--- src/rtl/pool_pkg.sv ---
// pool_pkg: shared constants and types for the max-pooling input streamer.
//   M, P, DW     : default map side, pooling window side, pixel width
//   PIX_PER_MAP  : pixels in one M x M feature map
//   stream_state_t : streamer control states (IDLE, RUN, DRAIN)
package pool_pkg;

  localparam int M  = 26;
  localparam int P  = 2;
  localparam int DW = 16;

  localparam int PIX_PER_MAP = M * M;

  typedef enum logic [1:0] {
    IDLE  = 2'd0,
    RUN   = 2'd1,
    DRAIN = 2'd2
  } stream_state_t;

endpackage

--- src/rtl/stream_skid_fifo.sv ---
// stream_skid_fifo: 2-entry FIFO that absorbs the buffer's 1-cycle read latency.
// An entry being written while the FIFO is empty is visible on rd_data in the
// same cycle, so the first pixel of a stream costs no extra cycle.
// When empty and not being written, rd_data repeats the last written entry.
// Ports:
//   clk, rst          : clock, asynchronous active-high reset
//   wr_en, wr_data    : write strobe and data
//   rd_en             : pop the head (legal when count != 0 or wr_en = 1)
//   rd_data           : head of the FIFO
//   count             : number of stored entries (0..2)
module stream_skid_fifo
  import pool_pkg::*;
#(
  parameter int DW = pool_pkg::DW
) (
  input  logic          clk,
  input  logic          rst,
  input  logic          wr_en,
  input  logic [DW-1:0] wr_data,
  input  logic          rd_en,
  output logic [DW-1:0] rd_data,
  output logic [1:0]    count
);

  logic [DW-1:0] mem_q [2];
  logic [1:0]    wr_ptr_q;
  logic [1:0]    rd_ptr_q;

  assign count = wr_ptr_q - rd_ptr_q;

  always_comb begin
    rd_data = mem_q[rd_ptr_q[0]];
    if (count == 2'd0) begin
      rd_data = wr_en ? wr_data : mem_q[~rd_ptr_q[0]];
    end
  end

  always_ff @(posedge clk or posedge rst) begin
    if (rst) begin
      mem_q[0] <= '0;
      mem_q[1] <= '0;
      wr_ptr_q <= 2'd0;
      rd_ptr_q <= 2'd0;
    end else begin
      // A bypassed entry is still written so the pointers stay balanced.
      if (wr_en) begin
        mem_q[wr_ptr_q[0]] <= wr_data;
        wr_ptr_q           <= wr_ptr_q + 2'd1;
      end
      if (rd_en) begin
        rd_ptr_q <= rd_ptr_q + 2'd1;
      end
    end
  end

endmodule

--- src/rtl/pool_input_streamer.sv ---
// pool_input_streamer: reads NMAP row-major M x M feature maps from a
// synchronous single-port buffer and presents them one pixel per cycle (ce)
// to the pooling datapath, honouring a registered downstream stall.
// Optional feature: define POOL_STREAM_PERF_EN to add the stall_cycles counter.
// Ports:
//   clk, master_rst      : clock, asynchronous active-high reset
//   start                : one-cycle job request (accepted only when idle)
//   stall                : downstream hold
//   mem_en, mem_addr     : buffer read request
//   mem_rdata            : buffer read data, valid one cycle after mem_en
//   ce, pix_data         : pixel valid and value
//   pix_row, pix_col     : coordinates of the presented pixel
//   band_end             : last pixel of a P-row band
//   map_done             : pulse the cycle after the last pixel of each map
//   busy                 : job in progress
//   stall_cycles         : stalled cycles with data waiting (POOL_STREAM_PERF_EN)
module pool_input_streamer
  import pool_pkg::*;
#(
  parameter int M    = pool_pkg::M,
  parameter int P    = pool_pkg::P,
  parameter int NMAP = 1,
  parameter int DW   = pool_pkg::DW,
  parameter int AW   = 16
) (
  input  logic                          clk,
  input  logic                          master_rst,
  input  logic                          start,
  input  logic                          stall,
  output logic                          mem_en,
  output logic [AW-1:0]                 mem_addr,
  input  logic [DW-1:0]                 mem_rdata,
  output logic                          ce,
  output logic [DW-1:0]                 pix_data,
  output logic [((M > 1) ? $clog2(M) : 1)-1:0] pix_row,
  output logic [((M > 1) ? $clog2(M) : 1)-1:0] pix_col,
  output logic                          band_end,
  output logic                          map_done,
  output logic                          busy
`ifdef POOL_STREAM_PERF_EN
  ,
  output logic [31:0]                   stall_cycles
`endif
);

  localparam int CW    = (M > 1) ? $clog2(M) : 1;
  localparam int MW    = (NMAP > 1) ? $clog2(NMAP) : 1;
  localparam int TOTAL = NMAP * M * M;

  stream_state_t state_q;
  logic [AW-1:0] addr_q;
  logic          inflight_q;
  logic [CW-1:0] row_q;
  logic [CW-1:0] col_q;
  logic [MW-1:0] map_q;
  logic          map_done_q;

  logic [1:0]    fifo_count;
  logic [DW-1:0] fifo_head;
  logic          avail;
  logic [2:0]    occ;
  logic          last_col, last_row, last_map, last_read, last_pix;

  stream_skid_fifo #(.DW(DW)) u_fifo (
    .clk     (clk),
    .rst     (master_rst),
    .wr_en   (inflight_q),
    .wr_data (mem_rdata),
    .rd_en   (ce),
    .rd_data (fifo_head),
    .count   (fifo_count)
  );

  // Data arriving this cycle counts as available: it bypasses an empty FIFO.
  assign avail = (fifo_count != 2'd0) || inflight_q;
  assign ce    = avail && !stall;

  // Occupancy after this edge must stay below 2 before another read goes out.
  assign occ    = {1'b0, fifo_count} + {2'b00, inflight_q};
  assign mem_en = (state_q == RUN) && ((occ - {2'b00, ce}) < 3'd2);

  assign last_col  = (col_q == CW'(M - 1));
  assign last_row  = (row_q == CW'(M - 1));
  assign last_map  = (map_q == MW'(NMAP - 1));
  assign last_read = (addr_q == AW'(TOTAL - 1));
  assign last_pix  = ce && last_col && last_row && last_map;

  assign mem_addr = addr_q;
  assign pix_data = fifo_head;
  assign pix_row  = row_q;
  assign pix_col  = col_q;
  assign band_end = ce && last_col && ((int'(row_q) % P) == (P - 1));
  assign map_done = map_done_q;
  assign busy     = (state_q != IDLE);

  always_ff @(posedge clk or posedge master_rst) begin
    if (master_rst) begin
      state_q    <= IDLE;
      addr_q     <= '0;
      inflight_q <= 1'b0;
      row_q      <= '0;
      col_q      <= '0;
      map_q      <= '0;
      map_done_q <= 1'b0;
    end else begin
      inflight_q <= mem_en;
      map_done_q <= ce && last_col && last_row;

      if (ce) begin
        if (last_col) begin
          col_q <= '0;
          if (last_row) begin
            row_q <= '0;
            map_q <= last_map ? '0 : map_q + MW'(1);
          end else begin
            row_q <= row_q + CW'(1);
          end
        end else begin
          col_q <= col_q + CW'(1);
        end
      end

      case (state_q)
        IDLE: begin
          if (start) begin
            state_q <= RUN;
            addr_q  <= '0;
            row_q   <= '0;
            col_q   <= '0;
            map_q   <= '0;
          end
        end
        RUN: begin
          if (mem_en) begin
            if (last_read) state_q <= DRAIN;
            else           addr_q  <= addr_q + AW'(1);
          end
        end
        DRAIN: begin
          if (last_pix) state_q <= IDLE;
        end
        default: state_q <= IDLE;
      endcase
    end
  end

`ifdef POOL_STREAM_PERF_EN
  logic [31:0] stall_cycles_q;

  assign stall_cycles = stall_cycles_q;

  always_ff @(posedge clk or posedge master_rst) begin
    if (master_rst) begin
      stall_cycles_q <= '0;
    end else if ((state_q == IDLE) && start) begin
      stall_cycles_q <= '0;
    end else if (busy && avail && stall && (stall_cycles_q != 32'hFFFF_FFFF)) begin
      stall_cycles_q <= stall_cycles_q + 32'd1;
    end
  end
`else
  // No stall counter in this build; streaming behaviour is unchanged.
`endif

endmodule

--- config.mk ---
export PLATFORM = sky130hd
export DESIGN_NAME = pool_input_streamer
export DESIGN_NICKNAME = d
export VERILOG_FILES = /design/src/rtl/pool_pkg.sv /design/src/rtl/stream_skid_fifo.sv /design/src/rtl/pool_input_streamer.sv
export SDC_FILE = /design/constraint.sdc
export NUM_CORES = 1
export LEC_CHECK = 0
export BUFFER_PORTS_ARGS = -buffer_cell sky130_fd_sc_hd__buf_2
export CAP_MARGIN = 20
export CORE_MARGIN = 8
export CORE_UTILIZATION = 61
export CTS_CLUSTER_SIZE = 16
export DETAILED_ROUTE_END_ITERATION = 7
export MAX_ROUTING_LAYER = met4
export PLACE_DENSITY = 0.86
export SLEW_MARGIN = 20
export SYNTH_ARGS = -nofsm -noshare
export SYNTH_HDL_FRONTEND = slang
export SYNTH_SLANG_ARGS = --single-unit
--- constraint.sdc ---
create_clock -name clk -period 4.8 [get_ports clk]
set_input_delay 0.96 -clock clk [delete_from_list [all_inputs] [get_ports clk]]
set_output_delay 0.96 -clock clk [all_outputs]
set_load 0.01 [all_outputs]
* After elaboration in Yosys (flattened, before gate mapping)
Index checks and enable logic that the tools add are counted.
** Word-level totals
- Logic and storage cells :: 91
- Bits of input ports :: 20
- Output and inout bits :: 47
- Flip-flop bits (word level) :: 67
** Operators by class
- $add $sub $neg :: 9
- Reduce and logical (&&, ||, !) cells :: 16
- Magnitude comparators :: 5
- Equality and inequality tests :: 10
- Multiplexer cells :: 35
- Bitwise logic cells :: 5
** Operator list (count)
- $mux W16 :: 12
- $mux W5 :: 9
- $bwmux W32 :: 1
- $pmux W16 S2 :: 1
- $add A16 B1 Y16 const B :: 1
- $demux W16 S1 :: 1
- $eq A16 B10 Y1 const B :: 1
- $add A5 B1 Y5 const B :: 2
- $eq A5 B5 Y1 const B :: 2
- $ne A2 B2 Y1 const B :: 5
- $mux W2 :: 4
- $reduce_and A4 Y1 :: 2
- $logic_and A1 B1 Y1 :: 7
- $ge A2 B2 Y1 const B :: 3
- $mux W1 :: 6
- $not A1 Y2 :: 3
- $pmux W2 S3 :: 1
- $reduce_bool A2 Y1 :: 3
- $add A2 B1 Y2 const B :: 2
- $logic_not A2 Y1 :: 2
- $add A2 B1 Y3 :: 1
- $lt A3 B2 Y1 const B :: 1
- $sub A3 B1 Y3 :: 1
- $eq A2 B1 Y1 const B :: 1
- other kinds (7) :: 8

* Depth between registers and ports, before layout
Gate-level depths: netlist of the first run.
- Word-level depth :: 9
- Depth in mapped cells :: 11
- Mapped depth without buffers :: 9

* Modules after synthesis
Synthesis of the first run repeated with hierarchy kept, for this count alone.
** Second synthesis, totals
- Cells, all modules :: 378
- Area total of the unflattened synthesis :: 3565.9 µm²
** By module, submodules not included
- pool_input_streamer :: cells each 183, sequential area each 775.7 µm², area an instance 1783.0 µm², instances 1
- stream_skid_fifo :: cells each 195, sequential area each 900.9 µm², area an instance 1783.0 µm², instances 1

* Worst setup path after synthesis of the first run
No wires, ideal clock.
- Path kind :: in2out
- From :: in stall
- To :: out mem_en
- Buffers on the path :: 0
- Arrival time :: 2594 ps
- Cell stages on the path :: 6
- Data required time :: 3840 ps
- Slack :: 1246 ps
- Path through :: a31oi_2 nand2_1 fa_1 xnor2_4 nand2_1 nor2_1
** On the way
- Longest elaborated chain between the ends :: 5
** RTL lines
- start: declaration :: RTL line pool_input_streamer.sv:29 : input logic stall,
- $logic_not A1 Y1 :: RTL line pool_input_streamer.sv:76 : assign ce = avail && !stall;
- $logic_and A1 B1 Y1 :: RTL line pool_input_streamer.sv:76
- $sub A3 B1 Y3 :: RTL line pool_input_streamer.sv:80 : assign mem_en = (state_q == RUN) && ((occ - {2'b00, ce}) < 3'd2);
- $lt A3 B2 Y1 :: RTL line pool_input_streamer.sv:80
- $logic_and A1 B1 Y1 :: RTL line pool_input_streamer.sv:80
- end: declaration :: RTL line pool_input_streamer.sv:30 : output logic mem_en,
No other way between the ends.

* Worst setup path after layout of the first run
- From :: reg u_fifo.wr_ptr_q[0]
- To :: out mem_en
** On the way
- Longest elaborated chain between the ends :: 7
- Elaborated cells between the ends (all ways) :: 8
- Classes of those cells :: add/sub: 3; order compare: 1; reduce/logical: 4
** RTL lines
- start: declaration :: RTL line stream_skid_fifo.sv:26 : logic [1:0] wr_ptr_q;
- start signal: assignment :: RTL line stream_skid_fifo.sv:48 : wr_ptr_q <= wr_ptr_q + 2'd1;
- $sub A2 B2 Y2 * :: RTL line stream_skid_fifo.sv:29 : assign count = wr_ptr_q - rd_ptr_q;
- parallel branches: the longest is 3 deep, another holds $add A2 B1 Y3
- $sub A3 B1 Y3 * :: RTL line pool_input_streamer.sv:80
- $lt A3 B2 Y1 * :: RTL line pool_input_streamer.sv:80
- $logic_and A1 B1 Y1 * :: RTL line pool_input_streamer.sv:80
Every way passes the cells marked *.

==> impl_results.md, run 1 <==
- Status: finished, final reports clean
- Clock Skew: 5.85 ps
- CTS tree: built
- Routability cong.: 0.804
- Synth Register Bits: 67
- Critical path data required time: 3840 ps
- Syn Std Cell Area: 3800 um2
- DR WL/cell: 16.4 um
- CTS hold repair buffers: 0
- Layout cells sized above 1: 0.318
- RSZ-0062 raised after global routing: false
- Fin crit share: 0.780
- Post-DRT Antenna Nets: 0
- Clock group share of total power: 0.116
- HPWL Detailed: 5800 um
- Crit-path leading delay family: adder cells
- P_int: 0.00183 W
- Max VDD drop: 0.547 mV
- Clock Path Buffers: 2
- Cells after Synth: 359
- Die Ht: 95.0 um
- Fin. max-slew vios: 0
- Critical Path Start Type: register
- Largest family of logic cells by synthesized area: multiplexers
- Starting density of the core: 0.635
- CTS clk-pin slew, worst paths: 60 ps
- Setup crit end kind: output port
- Main synth FF type: dfrtp_1
- Initial antenna violation count: 0
- Seq/Total Area, Yosys: 0.441
- Tightest Pin Transition: 856 ps
- Compound-gate portion of the synthesized area: 0.146
- DRT Pass-1 Iters: 4
- Crit path launch: u_fifo.wr_ptr_q[0]
- # rows: 28
- Largest stage delay, worst path: 490 ps
- Flop pwr share: 0.278
- Most frequent cells in the layout: dfrtp_1 (66), buf_2 (66), nor2_1 (44)
- YS warnings: 0
- DRC: 0
- Global Route Usage Sum: 0.203
- Ys async rst share: 1.00
- Setup CP Type: register to output port
- Hold EP: u_fifo.mem_q[31]
- Yosys top cell area share: 0.441
- Largest net degree at the start of global routing: 41
- Critical path arrival: 2790 ps
- Final setup violation count: 0
- Worst Min Path Start: u_fifo.mem_q[31]
- H-tree levels: 3
- P_leak: 2.02 nW
- Max_cap viols: 0
- Endpoints failing hold: 0
- Max_slew headroom: 0.429
- Switching Share: 0.464
- # diodes: 0
- Fillers: 448
- Worst path buffer plus inverter count: 2
- RR Endpoint: mem_addr[15]
- Vias per cell: 5.91
- P_sw: 0.00159 W
- CORE AREA: 5990 um2
- Syn_nets: 386
- Post-synthesis xor/xnor area fraction: 0.0434
- Max Fclk: 0.267 GHz
- Worst path slowest cell: fa_1
- PD cells: 786 nW/um2
- Most used cell along the critical path: nand2_1
- Die width: 95.0 um
- Number of synthesized flops with an enable pin: 0
- Initial drt markers: 129
- Root buf cell: clkbuf_8
- WHS Path Cells: 1
- Min-Delay Path Class: register to register
- CTS buffer count: 9
- Syn Area/Cell: 10.6 um2
- Register-to-Register Setup Slack: 2030 ps
- Via count: 2972
- Nets: 451
- Global route overflow: 0
- Worst-path maximum fanout: 6
- Area Overhead vs Synth: 14.5%
- WHS: 515 ps
- Cell Chain, Critical Path: inv_1 > ha_1 > a31oi_2 > nand2_1 > fa_1 > xnor2_4 > nand2_1 > nor2_1 > buf_2
- Comb power frac: 0.606
- Post-cts resize count: 0
- Tmin final: 3750 ps
- # port buffers: 66
- IO Pins: 67
- Largest area contributor in the netlist: dfrtp_1
- Post-Synth Adder-Cell Area: 0.0250
- Simple-gate share of the synthesized area: 0.132
- Post-synthesis mux area share: 0.179
- Worst r2r src: u_fifo.wr_ptr_q[0]
- Number of cells on the worst reg-to-reg path: 9
- Sink Count: 67
- Clk Latency, worst-skew pair: 330 ps
- Vias in the first global route: 3040
- Setup TNS: 0 ps
- Wirelength, routed: 8230 um
- Cell variety after synth: 49
- Worst path depth: 9
- First-pass GRT wire length: 14100 um
- Die area: 9020 um2
- Post-CTS Setup Bufs: 0
- Top area cells in the synthesized netlist: dfrtp_1 (44%), mux2_2 (9.5%), mux2i_1 (8.4%)
-- Yosys cell counts, types with 2 or more instances --
| master | count |
|---|---|
| dfrtp_1 | 67 |
| nor2_1 | 44 |
| mux2_2 | 32 |
| mux2i_1 | 32 |
| a21oi_1 | 20 |
| nand2_1 | 17 |
| a211oi_1 | 16 |
| inv_1 | 13 |
| clkbuf_1 | 11 |
| nand4_1 | 11 |
| o21ai_0 | 11 |
| o21ai_1 | 8 |
| xor2_1 | 8 |
| o31ai_1 | 7 |
| ha_1 | 6 |
| xnor2_1 | 5 |
| buf_2 | 4 |
| nand3_1 | 4 |
| a31oi_1 | 3 |
| nor2b_1 | 3 |
| and2_1 | 2 |
| buf_1 | 2 |
| nand2b_1 | 2 |
| nor3_1 | 2 |
| nor4_2 | 2 |
| o21ai_2 | 2 |
| o41ai_2 | 2 |
| or3_1 | 2 |
-- worst reg2reg max path, cell delays in order (launching register included) --
cell,delay (ps)
dfrtp_1,410
inv_1,60
ha_1,380
a31oi_2,240
nand2_1,110
fa_1,490
xnor2_4,210
a31oi_4,490
o21ai_0,200
o31ai_1,100
-- metal layers --
layer	routed length, um	vias up	global-route usage
li1	-	1443	-
met1	3720	1429	0.253
met2	3990	83	0.315
met3	354	17	0.0357
met4	165	0	0.0910
met5	0	-	-
-- flip-flops by register name, summed over array words and instances (netlist names) --
signal and cells:
mem_addr 16, state_q 2, pix_col 5, map_q 1
map_done 1, inflight_q 1, u_fifo.rd_ptr_q 2, u_fifo.mem_q 32
pix_row 5, u_fifo.wr_ptr_q 2
-- worst max path at each step --
stage | to | slack, ps
4_1_cts | mem_en | 1050
3_3_place_gp | mem_en | 1260
3_5_place_dp | mem_en | 1210
2_1_floorplan | mem_en | 1250
5_1_grt | mem_en | 910
6_report | mem_en | 1050
-- per-stage QoR --
stage | util | setup slack (ps) | power (W) | area [um2] | instances
6_report | 0.727 | 1050 | 0.00342 | 4350 | 503
4_1_cts | 0.727 | 1050 | 0.00344 | 4350 | 503
5_1_grt | 0.727 | 911 | 0.00369 | 4350 | 503
3_3_place_gp | 0.700 | 1260 | 0.00295 | 4190 | 488
2_1_floorplan | - | 1250 | 0.00249 | 3800 | 359
3_5_place_dp | 0.700 | 1210 | 0.00304 | 4190 | 488
-- layout make-up --
class | instances | area (um2) | area share
clock buffer | 12 | 145 | 0.0333
clock inverter | 3 | 15.0 | 0.00345
inverter | 13 | 48.8 | 0.0112
multi-input combinational | 261 | 2000 | 0.459
sequential | 67 | 1680 | 0.385
tap | 75 | 93.8 | 0.0216
timing repair buffer | 72 | 375 | 0.0862
-- cells by family after synthesis --
family,after synthesis
AND/OR/NAND/NOR,98
AO/OA/AOI/OAI,77
flip-flops,67
multiplexers,64
buffers and inverters,31
XOR/XNOR,15
adder cells (fa/ha/maj),7
-- power groups by stage --
stage          Sequential (W)  Clock, W  Combinational [W]
6_report             0.000951  0.000395            0.00207
5_1_grt              0.000982  0.000428            0.00228
2_1_floorplan        0.000928         0            0.00157
3_3_place_gp         0.000933         0            0.00202
3_5_place_dp         0.000956         0            0.00208
4_1_cts              0.000948  0.000403            0.00209
Note: power is estimated with default switching activity, not from simulation.
==> inputs of run 2 (changes only) <==
Settings changed: CORE_UTILIZATION 61 to 56, PLACE_DENSITY 0.86 to 0.8.
Clock period 4.8 ns to 3.8 ns, I/O delays scaled along.
==> run 2 against run 1 <==
  * Die area up 7.4%
  * Sequential cell count unchanged
  * Core utilization down 6.8 points
  * Critical path depth unchanged
  * Sequential share of layout area down 0.41 points
  * Clock power up 43%
  * Via count about the same
  * Wire length up 0.41%
  * Global-route usage down 2.1 points
  * Critical endpoint unchanged
==> impl_results.md, run 2 (same netlist as run 1, synthesis figures left out) <==
- Post-cts resize count: 0 (unchanged)
- CTS hold repair buffers: 0 (unchanged)
- CORE AREA: 6680 um2 (+12%)
- DR WL/cell: 16.2 um (-0.97%)
- Area Overhead vs Synth: 15.7%
- Setup TNS: 0 ps (unchanged)
- Total Power: 0.00438 W (+28%)
- Initial drt markers: 132 (+2.3%)
- CTS clk-pin slew, worst paths: 60 ps (about the same)
- DRC: 0 (unchanged)
- Setup CP Type: register to output port
- Status: finished, final reports clean
- P_int: 0.00238 W (+30%)
- Starting density of the core: 0.569 (-0.0656)
- Vias in the first global route: 2922 (-3.9%)
- Setup crit end kind: output port
- Min-Delay Path Class: register to register
- Root buf cell: clkbuf_8
- CTS tree: built
- Comb power frac: 0.597 (-0.009)
- Vias per cell: 5.83 (-1.3%)
- Clock Path Buffers: 2 (unchanged)
- Global Route Usage Sum: 0.182 (-0.0210)
- First-pass GRT wire length: 13900 um (-1.0%)
- Die width: 98.4 um (+3.6%)
- Critical Path Start Type: register
- Fin crit share: 0.925
- HPWL Detailed: 5750 um (-0.92%)
- Via count: 2973 (+0.034%)
- # port buffers: 66 (unchanged)
- CTS buffer count: 9 (unchanged)
- Wirelength, routed: 8260 um (+0.41%)
- Most frequent cells in the layout: dfrtp_1 (66), buf_2 (66), nor2_1 (44)
- Max Fclk: 0.285 GHz
- Sink Count: 67 (unchanged)
- Max_slew headroom: 0.438 (+0.00856)
- Global route overflow: 0 (unchanged)
- # diodes: 0 (unchanged)
- Post-CTS Setup Bufs: 0 (unchanged)
- Nets: 452 (+0.22%)
- P_leak: 2.03 nW (+0.90%)
- Max VDD drop: 0.606 mV (+11%)
- Endpoints failing hold: 0 (unchanged)
- Clock Skew: 8.49 ps (+2.64 ps)
- Initial antenna violation count: 0 (unchanged)
- Post-DRT Antenna Nets: 0 (unchanged)
- P_sw: 0.00200 W (+26%)
- Max_cap viols: 0 (unchanged)
- H-tree levels: 3 (unchanged)
- Die area: 9680 um2 (+7.4%)
- Die Ht: 98.4 um (+3.6%)
- Tmin final: 3510 ps
- WHS: 518 ps (+3.28 ps)
- Largest net degree at the start of global routing: 50 (+22%)
- Clk Latency, worst-skew pair: 340 ps (about the same)
- RSZ-0062 raised after global routing: false
- Fin. max-slew vios: 0 (unchanged)
- Final setup violation count: 0 (unchanged)
- Tightest Pin Transition: 843 ps (-13.8 ps)
- Flop pwr share: 0.274 (-0.004)
- IO Pins: 67 (unchanged)
- # rows: 30 (+7.1%)
- Switching Share: 0.457 (-0.00730)
- Clock group share of total power: 0.129 (+0.013)
- Critical path data required time: 3040 ps (-800 ps)
- Worst-path maximum fanout: 6 (unchanged)
- Max FFs per register: 32 (unchanged)
- Critical path arrival: 2750 ps (-40 ps)
- Layout cells sized above 1: 0.321 (+0.00317)
- Routability cong.: 0.784 (-2.5%)
- PD cells: 995 nW/um2 (+27%)
- DRT Pass-1 Iters: 4 (unchanged)
- Biggest register: u_fifo.mem_q
## run 2: cell types whose count changed in the layout (fill, tap and decap cells not counted)
cell / before / now
buf_4: 6 / 7
inv_2: 1 / 0
clkbuf_8: 10 / 13
clkinv_2: 3 / 2
## run 2: layer usage
| metal | up-vias | global-route usage | share of wire |
|---|---|---|---|
| met4 | 0 | 0.0638 | 0.013 |
| li1 | 1448 | - | - |
| met5 | - | - | 0 |
| met2 | 65 | 0.287 | 0.49 |
| met1 | 1450 | 0.217 | 0.45 |
| met3 | 10 | 0.0519 | 0.049 |
## run 2: final timing paths
check                                         from                to  slack, ps  cells after the start
worst max register to register  u_fifo.wr_ptr_q[0]      mem_addr[11]       1020                      9
worst min register to register    u_fifo.mem_q[15]  u_fifo.mem_q[15]        520                      1
min in group asynchronous               master_rst       mem_addr[7]        560                      2
worst max-delay path            u_fifo.wr_ptr_q[0]            mem_en        290                      9
max in group asynchronous               master_rst   u_fifo.mem_q[8]       2590                      3
worst min-delay path              u_fifo.mem_q[15]  u_fifo.mem_q[15]        520                      1
## run 2: metrics by stage
step	util	setup WS, ps	cells	cell area [um2]
after global routing	0.658	106	510	4400
after detailed placement	0.630	629	494	4210
after global placement	0.630	708	494	4210
final	0.658	286	510	4400
after CTS	0.658	245	510	4400
after floorplan	-	510	359	3800
## run 2: area by class of cell
type / instances / area (um2)
multi-input cells: 261 / 2000
inverters: 13 / 50.0
clock inverters: 1 / 5.00
flip-flops and latches: 67 / 1680
clock buffers: 15 / 186
repair buffers: 73 / 383
fillers: 556 / 2280
well taps: 80 / 100
## run 2: critical path, cell delays in order, from the launching register on
cell,delay [ps]
dfrtp_1,400
inv_1,70
ha_1,380
a31oi_2,230
nand2_1,110
fa_1,490
xnor2_4,310
nand2_1,130
nor2_1,120
buf_2,170
## run 2: power by group through the flow
stage	clock, W	combinational (W)	sequential [W]
2_1_floorplan	0	0.00198	0.00117
3_3_place_gp	0	0.00256	0.00118
3_5_place_dp	0	0.00263	0.00121
4_1_cts	0.000574	0.00265	0.00120
5_1_grt	0.000610	0.00291	0.00123
6_report	0.000563	0.00261	0.00120
==> inputs of run 3 (changes only) <==
Settings changed: PLACE_DENSITY 0.8 to default, PLACE_DENSITY_LB_ADDON from default to 0.3, TNS_END_PERCENT from default to 10.
==> run 3 against run 2 <==
  * Die area unchanged
  * Setup slack got worse by 16 ps
  * Sequential power about the same
  * Global-route usage decreased by 0.097 points
  * Final cell count decreased by 0.78%
  * Core utilization decreased by 0.90 points
  * Sequential cell count unchanged
  * Sequential share of layout area increased by 0.53 points
  * Register-to-register slack improved by 40 ps
  * Clock-buffer cell count decreased by 3
  * Worst hold slack got worse by 26 ps
  * Fmax decreased by 0.44%
==> impl_results.md, run 3 (same netlist as run 1, synthesis figures left out) <==
- First-pass GRT wire length: 14200 um (+1.6%)
- DRT Pass-1 Iters: 4 (unchanged)
- Worst-path maximum fanout: 6 (unchanged)
- P_leak: 2.00 nW (-1.6%)
- # diodes: 0 (unchanged)
- Die Ht: 98.4 um (unchanged)
- Sink Count: 67 (unchanged)
- DRC: 0 (unchanged)
- Status: finished, final reports clean
- CTS tree: built
- PD cells: 983 nW/um2 (-1.2%)
- Post-DRT Antenna Nets: 0 (unchanged)
- RSZ-0062 raised after global routing: false
- Max FFs per register: 32 (unchanged)
- Most frequent cells in the layout: dfrtp_1 (66), buf_2 (66), nor2_1 (44)
- # port buffers: 66 (unchanged)
- Max_cap viols: 0 (unchanged)
- Number of cells on the worst reg-to-reg path: 9 (unchanged)
- Die area: 9680 um2 (unchanged)
- Worst setup margin: 270 ps (-15.5 ps)
- Biggest register: u_fifo.mem_q
- Root buf cell: clkbuf_8
- RR Endpoint: mem_addr[15]
- Pre-CTS setup slack: 619 ps (-10.1 ps)
- Fin crit share: 0.929 (+0.00408)
- CTS clk-pin slew, worst paths: 70 ps (about the same)
- Die width: 98.4 um (unchanged)
- Register-to-Register Setup Slack: 1060 ps (+40 ps)
- DR WL/cell: 15.9 um (-2.1%)
- Clk Latency, worst-skew pair: 330 ps (about the same)
- Wirelength, routed: 8020 um (-2.9%)
- Post-cts resize count: 0 (unchanged)
- Critical path arrival: 2770 ps (+20 ps)
- Endpoints failing hold: 0 (unchanged)
- HPWL Detailed: 5560 um (-3.4%)
- Critical path data required time: 3040 ps (about the same)
- Tightest Pin Transition: 855 ps (+12.0 ps)
- Setup TNS: 0 ps (unchanged)
- Routability cong.: 0.786 (+0.17%)
- Max_slew headroom: 0.430 (-0.00733)
- Area Overhead vs Synth: 14.1%
- Max VDD drop: 0.568 mV (-6.3%)
- Critical Path Start Type: register
- Global Route Usage Sum: 0.181 (-0.000972)
- CTS hold repair buffers: 0 (unchanged)
- Worst r2r src: u_fifo.wr_ptr_q[0]
- Final setup violation count: 0 (unchanged)
- Layout cells sized above 1: 0.312 (-0.00872)
- Tmin final: 3530 ps (+15.5 ps)
- Max Fclk: 0.283 GHz (-0.44%)
- Post-CTS Setup Bufs: 0 (unchanged)
- Global route overflow: 0 (unchanged)
- Clock Path Buffers: 2 (unchanged)
- Largest net degree at the start of global routing: 42 (-16%)
- CTS buffer count: 9 (unchanged)
- H-tree levels: 3 (unchanged)
- Nets: 451 (-0.22%)
- Setup crit end kind: output port
- CORE AREA: 6680 um2 (unchanged)
- Setup CP Type: register to output port
- # rows: 30 (unchanged)
- Vias per cell: 5.81 (-0.36%)
- Initial antenna violation count: 0 (unchanged)
- Fin. max-slew vios: 0 (unchanged)
- IO Pins: 67 (unchanged)
- Initial drt markers: 91 (-31%)
- Vias in the first global route: 3046 (+4.2%)
- Starting density of the core: 0.569 (unchanged)
- Clock Skew: 10.7 ps (+2.20 ps)
- Min-Delay Path Class: input port to asynchronous set/reset pin
- Via count: 2939 (-1.1%)
-- run 3: worst max path at each step --
stage	from	end	cells past startpoint
floorplan	u_fifo.wr_ptr_q[0]	mem_en	9
global placement	stall	mem_en	8
detailed placement	stall	mem_en	8
CTS	u_fifo.wr_ptr_q[0]	mem_en	9
global route	u_fifo.wr_ptr_q[0]	mem_en	9
finish	u_fifo.wr_ptr_q[0]	mem_en	9
-- run 3: final cells by class --
cell class                      count  area [um2]
Tap cell                           80         100
Sequential cell                    67        1680
Timing Repair Buffer               72         375
Clock buffer                       12         135
Clock inverter                      1        5.00
Inverter                           13        48.8
Fill cell                         568        2340
Multi-Input combinational cell    261        2000
-- run 3: worst max-delay path, stage by stage, from the launching register on --
cell and delay [ps]:
dfrtp_1 400, inv_1 60, ha_1 370, a31oi_2 230
nand2_1 100, fa_1 480, xnor2_4 300, nand2_1 130
nor2_1 190, buf_2 190
-- run 3: metrics by stage --
| step | instances | total power [W] | hold slack [ps] | instance area, um2 | utilization |
|---|---|---|---|---|---|
| after floorplan | 359 | 0.00315 | 463 | 3800 | - |
| after global placement | 493 | 0.00374 | 495 | 4200 | 0.628 |
| after detailed placement | 493 | 0.00384 | 499 | 4200 | 0.628 |
| after CTS | 506 | 0.00432 | 503 | 4340 | 0.649 |
| after global routing | 506 | 0.00462 | 523 | 4340 | 0.649 |
| final | 506 | 0.00427 | 492 | 4340 | 0.649 |
-- run 3: report_power, final --
| part | internal [W] | switching [W] | total, W |
|---|---|---|---|
| Sequential | 0.000976 | 0.000218 | 0.00119 |
| Combinational | 0.00109 | 0.00152 | 0.00261 |
| Clock | 0.000226 | 0.000236 | 0.000462 |
| Total | 0.00229 | 0.00197 | 0.00427 |
-- run 3: routing by layer --
layer,global-route usage,vias to the layer above,part of all wire
met3,0.0413,10,0.037
met5,-,-,0
met2,0.284,51,0.48
met4,0.0720,0,0.015
li1,-,1433,-
met1,0.220,1445,0.47
